===== src/rtl/fpaddsub_arbiter.sv =====
`default_nettype none
// ============================================================================
// Module  : fpaddsub_arbiter
// Brief   : Two-requester front end for a shared pipelined FP add/sub unit.
//           Round-robin by default; FPADDSUB_ARB_FIXED_PRI_EN gives A fixed
//           priority. Results are routed back by a {valid, owner} tag pipe.
// Rev     : 1.0  initial release
// ============================================================================
module fpaddsub_arbiter #(
  parameter int LATENCY = 4,
  parameter int CNT_W   = 16
) (
  input  logic             clk,
  input  logic             rst,
  input  logic             a_valid,
  output logic             a_ready,
  input  logic [31:0]      a_x,
  input  logic [31:0]      a_y,
  input  logic             a_op,
  input  logic             b_valid,
  output logic             b_ready,
  input  logic [31:0]      b_x,
  input  logic [31:0]      b_y,
  input  logic             b_op,
  output logic             fu_valid,
  output logic [31:0]      fu_x,
  output logic [31:0]      fu_y,
  output logic             fu_op,
  input  logic [31:0]      fu_result,
  output logic             a_res_valid,
  output logic             b_res_valid,
  output logic [31:0]      res_data,
  output logic [CNT_W-1:0] a_count,
  output logic [CNT_W-1:0] b_count
);

  logic               w_grant_a;
  logic               w_grant_b;
  logic               r_fu_owner;
  logic [LATENCY-1:0] r_tag_v;
  logic [LATENCY-1:0] r_tag_o;

`ifdef FPADDSUB_ARB_FIXED_PRI_EN
  always_comb begin
    w_grant_a = rst & a_valid;
    w_grant_b = rst & b_valid & ~a_valid;
  end
`else
  typedef enum logic [0:0] {
    PRI_A = 1'b0,
    PRI_B = 1'b1
  } arb_state_t;

  arb_state_t r_state;
  arb_state_t w_state_nxt;

  always_ff @(posedge clk or negedge rst) begin
    if (!rst) r_state <= PRI_A;
    else      r_state <= w_state_nxt;
  end

  always_comb begin
    w_grant_a   = 1'b0;
    w_grant_b   = 1'b0;
    w_state_nxt = r_state;
    // Readies are held low while reset is asserted.
    if (rst) begin
      if (a_valid && (!b_valid || r_state == PRI_A)) w_grant_a = 1'b1;
      else if (b_valid)                              w_grant_b = 1'b1;
    end
    if (w_grant_a)      w_state_nxt = PRI_B;
    else if (w_grant_b) w_state_nxt = PRI_A;
  end
`endif

  assign a_ready = w_grant_a;
  assign b_ready = w_grant_b;

  always_ff @(posedge clk or negedge rst) begin
    if (!rst) begin
      fu_valid   <= 1'b0;
      fu_x       <= '0;
      fu_y       <= '0;
      fu_op      <= 1'b0;
      r_fu_owner <= 1'b0;
    end else begin
      fu_valid <= w_grant_a | w_grant_b;
      if (w_grant_a) begin
        fu_x       <= a_x;
        fu_y       <= a_y;
        fu_op      <= a_op;
        r_fu_owner <= 1'b0;
      end else if (w_grant_b) begin
        fu_x       <= b_x;
        fu_y       <= b_y;
        fu_op      <= b_op;
        r_fu_owner <= 1'b1;
      end
    end
  end

  // Tag enters alongside fu_valid so its exit lines up with fu_result.
  always_ff @(posedge clk or negedge rst) begin
    if (!rst) begin
      r_tag_v <= '0;
      r_tag_o <= '0;
    end else begin
      r_tag_v[0] <= fu_valid;
      r_tag_o[0] <= r_fu_owner;
      for (int i = 1; i < LATENCY; i++) begin
        r_tag_v[i] <= r_tag_v[i-1];
        r_tag_o[i] <= r_tag_o[i-1];
      end
    end
  end

  always_comb begin
    a_res_valid = r_tag_v[LATENCY-1] & ~r_tag_o[LATENCY-1];
    b_res_valid = r_tag_v[LATENCY-1] &  r_tag_o[LATENCY-1];
    res_data    = r_tag_v[LATENCY-1] ? fu_result : 32'h0;
  end

  always_ff @(posedge clk or negedge rst) begin
    if (!rst) begin
      a_count <= '0;
      b_count <= '0;
    end else begin
      if (w_grant_a && a_count != {CNT_W{1'b1}}) a_count <= a_count + CNT_W'(1);
      if (w_grant_b && b_count != {CNT_W{1'b1}}) b_count <= b_count + CNT_W'(1);
    end
  end

endmodule
`default_nettype wire


===== config.mk =====
export PLATFORM = sky130hd
export DESIGN_NAME = fpaddsub_arbiter
export DESIGN_NICKNAME = d
export VERILOG_FILES = /design/src/rtl/fpaddsub_arbiter.sv
export SDC_FILE = /design/constraint.sdc
export NUM_CORES = 1
export LEC_CHECK = 0
export BUFFER_PORTS_ARGS = -buffer_cell sky130_fd_sc_hd__buf_4
export CAP_MARGIN = 20
export CORE_AREA = 2 2 115 117
export CTS_CLUSTER_DIAMETER = 30
export DETAILED_ROUTE_END_ITERATION = 10
export DIE_AREA = 0 0 117 119
export GPL_ROUTABILITY_DRIVEN = 0
export MAX_ROUTING_LAYER = met4
export PLACE_DENSITY = 0.78
export SYNTH_ARGS = -nofsm -noshare
export SYNTH_HDL_FRONTEND = slang
export SYNTH_SLANG_ARGS = --single-unit

===== constraint.sdc =====
create_clock -name clk -period 2.1 [get_ports clk]
set_input_delay 0.63 -clock clk [delete_from_list [all_inputs] [get_ports clk]]
set_output_delay 0.63 -clock clk [all_outputs]
set_load 0.01 [all_outputs]

== Yosys cells after proc, flatten, opt, wreduce, memory -nomap -nowiden ==
Cells that the tools add are included.

* Bitwise logic cells: 5
* Multiplexer cells: 16
* Reductions and logical operators: 6
* $add $sub $neg: 2
* Eq/ne operators: 2

{| class="wikitable"
|+ Operator list
! cell !! count
|-
| 2-to-1 mux 32 bit || 5
|-
| adder 16 x 1 -> 16 bit (second input constant) || 2
|-
| inequality test 16 bit (second input constant) || 2
|-
| 2-to-1 mux 1 bit || 11
|-
| logical AND 1 bit || 3
|-
| AND 1 bit || 2
|-
| inverter 1 bit || 2
|-
| nonzero test 2 bit || 1
|-
| logical NOT 1 bit || 1
|-
| logical OR 1 bit || 1
|-
| OR 1 bit || 1
|}

* Output and inout port bits: 134
* Word-level logic and storage cells: 41
* Input bits: 166
* Register bits: 108

== Logic depth before layout (Yosys ltp) ==
Gate-level depths: netlist (run 1).

* Depth after elaboration: 7
* Depth in mapped cells: 7

== Least setup slack after synthesis (run 1) ==
No wires, ideal clock.

* Path kind: input -> output
* From: input port rst
* To: output port a_ready
* Setup slack: 66 ps
* Stages: 4
* Arrival: 1404 ps
* Cells stage by stage: and2_1 -> and2_1 -> clkbuf_1 -> clkbuf_1

* Longest elaborated chain between the ends: 1

{| class="wikitable"
|+ Ends and longest elaborated chain
! item !! line !! text
|-
| from (decl) || 14 || <nowiki>input logic rst,</nowiki>
|-
| 2-to-1 mux 1 bit || 67 || <nowiki>if (rst) begin</nowiki>
|-
| to (decl) || 16 || <nowiki>output logic a_ready,</nowiki>
|}

Every way passes these cells.

== Worst setup path after layout (run 1) ==
Same ends and word-level chain as after synthesis.

==> impl_metrics.tcl, run 1 <==
set metrics [dict create \
    start_util 0.368 \
    r2r_cells 5 \
    synth_top_family_by_area "simple AND/OR/NAND/NOR gates" \
    min_path_type "flop to flop" \
    clk_pin_slew_ns 0.07 \
    post-route-drc-count 1 \
    synthCells 418 \
    gr-usage-met2 0.358 \
    hpwl_um 11300 \
    reg2reg_from "a_count[0]" \
    grt_pass1_wl_um 22500 \
    post_cts_buffers 0 \
    syn_area_um2 4740 \
    cp.required_ns 1.47 \
    end_kind "primary output" \
    power.leakage_uw 0.00419 \
    post-route-period-util 0.948 \
    status "finished, violations left" \
    die_area_um2 13900 \
    ys_async_sr_fraction 1.00 \
    cap_violations 0 \
    synth_edf_count 0 \
    htree_levels 3 \
    grt-busiest-layer "met2" \
    core_region_area_um2 12900 \
    clk_latency_ns 0.34 \
    diodes 0 \
    layout_setup_ws_ns 0.110 \
    powerDensity_nw_per_um2 829 \
    cts_resized 0 \
    critical_path.max_fanout 5 \
    clock_sinks 108 \
    syn-num-nets 586 \
    drv_slew 0 \
    rows 42 \
    io_buffers 299 \
    met1_usage 0.255 \
    wl_per_cell_um 17.0 \
    worst_hold_path.endpoint "r_tag_v[3]" \
    hold_path_depth 0 \
    period_needed_ns 1.99 \
    setup_violations 0 \
    cts_hold_buffers 0 \
    worstHoldStart "r_tag_v[2]" \
    final.setup.tns_ns 0 \
    crit_slowest_cell "and2_2" \
    crit_buf_inv 2 \
    area_growth_pct 60.0 \
    synth_cell_types 37 \
    clk_path_buf_depth 2 \
    routed_wl_um 15200 \
    cts_buffers 9 \
    crit_chain "buf_4 > and2_1 > and2_2 > buf_4" \
    vias 4626 \
    finClkSkew_ns 0.00824 \
    critical_path_class "input port to primary output" \
    drtIter0Drc 474 \
    cp_slowest_stage_delay_ns 0.24 \
    ys_ff_latch 108 \
    grtUsageTotal 0.214 \
    hold_violations 0 \
    r2r-end "a_count[14]" \
    avgSynthCellArea_um2 11.3 \
    cp_top_family "simple AND/OR/NAND/NOR gates" \
    max-vdd-ir-drop_mv 0.421 \
    post-route-util 0.589 \
    synth_compound_area_frac 0.143 \
    fin_nets 881 \
    rsz0062_at_grt "false" \
    drive_gt1_frac 0.471 \
    violations "DRC" \
    antenna_found_initial 0 \
    r2r_slack_ns 0.33 \
    yosysWarningCount 0 \
    dr.pass1.iters 11 \
    ys.flop_type "dfrtp_1" \
    grt_pass1_vias 4507 \
    dp_cells 878 \
    relSlewSlack 0.543 \
    die_w_um 117 \
    antenna_left 0 \
    gr-total-overflow 0 \
    cp_common_cell "buf_4" \
    die_y_um 119 \
    root_buffer "clkbuf_16" \
    final_cells 894 \
    max_freq_mhz 503 \
    place_ws_ns 0.0700 \
    cp-start-kind "input port" \
    final_common_cell "buf_4" \
    io_pins 300 \
    yosys.area_share.adder 0.00528 \
    grt_max_degree 67 \
    met3_usage 0.0458 \
    synthSimpleGateAreaFrac 0.147 \
    timing.hold.ws_ns 0.348 \
    synthMuxAreaShare 0.00792 \
    final_cell_mix "306 x buf_4, 108 x dfrtp_1, 70 x inv_1" \
    ys_seq_area_frac 0.570 \
    cts_tree "done" \
    arrival_ns 1.36 \
    worstMarginPinSlew_ns 0.685 \
    synth_xor_area_frac 0.0499 \
    vias_per_cell 5.17 \
]
layer usage:
metal	share of wire	wire [µm]
met3	0.092	1400
met5	0	0
met2	0.51	7700
met1	0.38	5760
met4	0.021	322
flip-flops by register name, summed over array words and instances (netlist names):
signal and cells:
fu_valid 1, a_count 16, r_tag_v 4, b_count 16
r_state 1, fu_x 32, fu_y 32, r_fu_owner 1
r_tag_o 4, fu_op 1
cell families after synthesis:
logic type	Yosys count
and+or+nand+nor	112
DFF	108
buffers and inverters	96
AOI/OAI and AO/OA	70
xor gates and xnor gates	27
muxes	3
adders and majority gates	2
per-stage QoR:
| stage | instance area (µm²) | power (µW) |
|---|---|---|
| 3_5_place_dp | 7230 | 4360 |
| 6_report | 7580 | 6290 |
| 5_1_grt | 7580 | 6600 |
| 3_3_place_gp | 7230 | 4300 |
| 2_1_floorplan | 4740 | 3330 |
| 4_1_cts | 7580 | 6330 |
report_power, final:
group	switching, µW	total (µW)	internal [µW]
Sequential	301	2710	2410
Clock	740	1970	1230
Combinational	715	1610	892
final cells by class:
type | count | area, µm²
repair buffers | 309 | 2360
clock inverters | 4 | 95.1
multi-input cells | 214 | 1680
well taps | 176 | 220
inverters | 71 | 267
clock buffers | 12 | 256
flip-flops and latches | 108 | 2700
fillers | 1063 | 5290
worst max path at each step:
stage / startpoint / endpoint / slack [ns] / cells past startpoint
floorplan: rst / a_ready / 0.07 / 4
global placement: rst / a_ready / 0.13 / 4
detailed placement: rst / fu_y[21] / 0.07 / 6
CTS: rst / a_ready / 0.12 / 4
global route: rst / a_ready / 0.06 / 4
finish: rst / a_ready / 0.11 / 4
synth_stat cells, drive strengths merged, types with 2 or more instances:
library cell  count  area (µm²)
and2             36         225
a222oi           65         651
or2               2        12.5
nand3             6        30.0
and3              4        25.0
nor2             10        37.5
nor3             14        70.1
buf               7        30.0
xor2             24         210
nor3b             2        15.0
nand2            11        41.3
nor4             10        96.4
a21oi             3        15.0
clkbuf           18        67.6
mux2              3        37.5
inv              71         267
nor2b             2        15.0
xnor2             3        26.3
ha                2        25.0
dfrtp           108        2700
nand4            10        81.3
No activity file was read; power rests on OpenSTA's default activity.
==> run 2, diff against run 1 <==
--- a/config.mk
+++ b/config.mk
@@ -7,13 +7,13 @@
 export LEC_CHECK = 0
 export BUFFER_PORTS_ARGS = -buffer_cell sky130_fd_sc_hd__buf_4
 export CAP_MARGIN = 20
-export CORE_AREA = 2 2 115 117
+export CORE_AREA = 2 2 116 118
 export CTS_CLUSTER_DIAMETER = 30
 export DETAILED_ROUTE_END_ITERATION = 10
-export DIE_AREA = 0 0 117 119
+export DIE_AREA = 0 0 118 120
 export GPL_ROUTABILITY_DRIVEN = 0
 export MAX_ROUTING_LAYER = met4
-export PLACE_DENSITY = 0.78
+export PLACE_DENSITY = 0.77
 export SYNTH_ARGS = -nofsm -noshare
 export SYNTH_HDL_FRONTEND = slang
 export SYNTH_SLANG_ARGS = --single-unit
==> impl_metrics.tcl, run 2 (synthesized netlist as in run 1, its figures left out) <==
set metrics [dict create \
    drive_gt1_frac 0.470 \
    clk_latency_ns 0.35 \
    wl_per_cell_um 17.8 \
    root_buffer "clkbuf_16" \
    rsz0062_at_grt "false" \
    dr.pass1.iters 8 \
    vias_per_cell 5.16 \
    area_growth_pct 59.4 \
    final.setup.tns_ns 0 \
    clock_sinks 108 \
    critPathLaunch "r_tag_v[3]" \
    vias 4610 \
    io_pins 300 \
    core_region_area_um2 13000 \
    clk_pin_slew_ns 0.07 \
    cts_buffers 9 \
    grt_pass1_vias 4652 \
    status "completed" \
    reg2reg_from "a_count[12]" \
    grt_max_degree 66 \
    htree_levels 3 \
    period_needed_ns 1.98 \
    max-vdd-ir-drop_mv 0.368 \
    antenna_left 0 \
    arrival_ns 1.35 \
    min_path_type "input port to async pin" \
    finClkSkew_ns 0.00777 \
    post-route-drc-count 0 \
    crit_end "a_res_valid" \
    powerDensity_nw_per_um2 812 \
    r2r_slack_ns 0.30 \
    grt_pass1_wl_um 24400 \
    final_cell_mix "305 x buf_4, 107 x dfrtp_1, 70 x inv_1" \
    max_freq_mhz 504 \
    io_buffers 299 \
    hpwl_um 11800 \
    post-route-period-util 0.944 \
    r2r_cells 4 \
    drv_slew 0 \
    critical_path.max_fanout 34 \
    drtIter0Drc 511 \
    routed_wl_um 15900 \
    fin_nets 881 \
    die_area_um2 14200 \
    grtUsageTotal 0.226 \
    antenna_found_initial 0 \
    diodes 0 \
    setup_violations 0 \
    fillers 1084 \
    end_kind "primary output" \
    clk_path_buf_depth 2 \
    cp.required_ns 1.47 \
    critical_path_class "flop to primary output" \
    cp-start-kind "flop" \
    top_regs "fu_x x32, fu_y x32" \
    gr-total-overflow 0 \
    power.leakage_uw 0.00416 \
    rows 42 \
    r2r-end "a_count[1]" \
    final_area_um2 7550 \
    start_util 0.365 \
    worstMarginPinSlew_ns 0.624 \
    die_y_um 120 \
    cap_violations 0 \
    relSlewSlack 0.584 \
    die_w_um 118 \
    place_area_um2 7240 \
    final_common_cell "buf_4" \
    hold_violations 0 \
    cts_tree "done" \
]
==> run 2: worst max-delay path, cell delays in order, from the launching register on <==
cell and delay, ns:
dfrtp_2 0.64, nor2b_1 0.22, buf_4 0.14
==> run 2: worst min path at each step <==
stage	startpoint	end	slack, ns	cells past startpoint
finish	rst	r_state	0.27	2
global route	rst	r_state	0.30	2
CTS	rst	r_state	0.28	2
detailed placement	r_tag_o[1]	r_tag_o[2]	0.33	0
global placement	r_tag_o[0]	r_tag_o[1]	0.33	0
floorplan	rst	a_count[0]	0.33	0
==> run 2: per-stage QoR <==
| step | util | instances | total power [µW] | hold slack, ns | worst slack, ns |
|---|---|---|---|---|---|
| 6_report | 0.582 | 893 | 6130 | 0.274 | 0.118 |
| 5_1_grt | 0.582 | 893 | 6430 | 0.299 | 0.0188 |
| 4_1_cts | 0.582 | 893 | 6200 | 0.279 | 0.0872 |
| 3_5_place_dp | 0.558 | 878 | 4390 | 0.335 | 0.0980 |
| 3_3_place_gp | 0.558 | 878 | 4310 | 0.332 | 0.128 |
| 2_1_floorplan | - | 418 | 3330 | 0.331 | 0.0662 |
==> run 2: layout make-up <==
cell class                 count  area (µm²)  area share
timing repair buffer         309        2370       0.314
inverter                      71         267      0.0353
clock inverter                 4        75.1     0.00994
tap                          176         220      0.0292
clock buffer                  11         233      0.0308
multi-input combinational    214        1680       0.223
sequential                   108        2700       0.358
==> run 2: per-layer routing <==
layer / wire length (µm) / global-route usage / vias to the layer above
met5: 0 / - / -
met4: 371 / 0.0904 / 0
met3: 1030 / 0.0385 / 25
met2: 8470 / 0.398 / 242
met1: 6070 / 0.256 / 2232
li1: - / - / 2111
==> run 2: power breakdown <==
group	total, µW	internal [µW]	switching, µW
Combinational	1630	899	735
Sequential	2720	2410	306
Clock	1780	1040	743
==> run 2: what timing repair did <==
item | in CTS | in global routing
hold buffers | 0 | 0
endpoints found under the setup margin | 34 | 0
resized for setup | 1 | 0
buffers inserted | 0 | 0
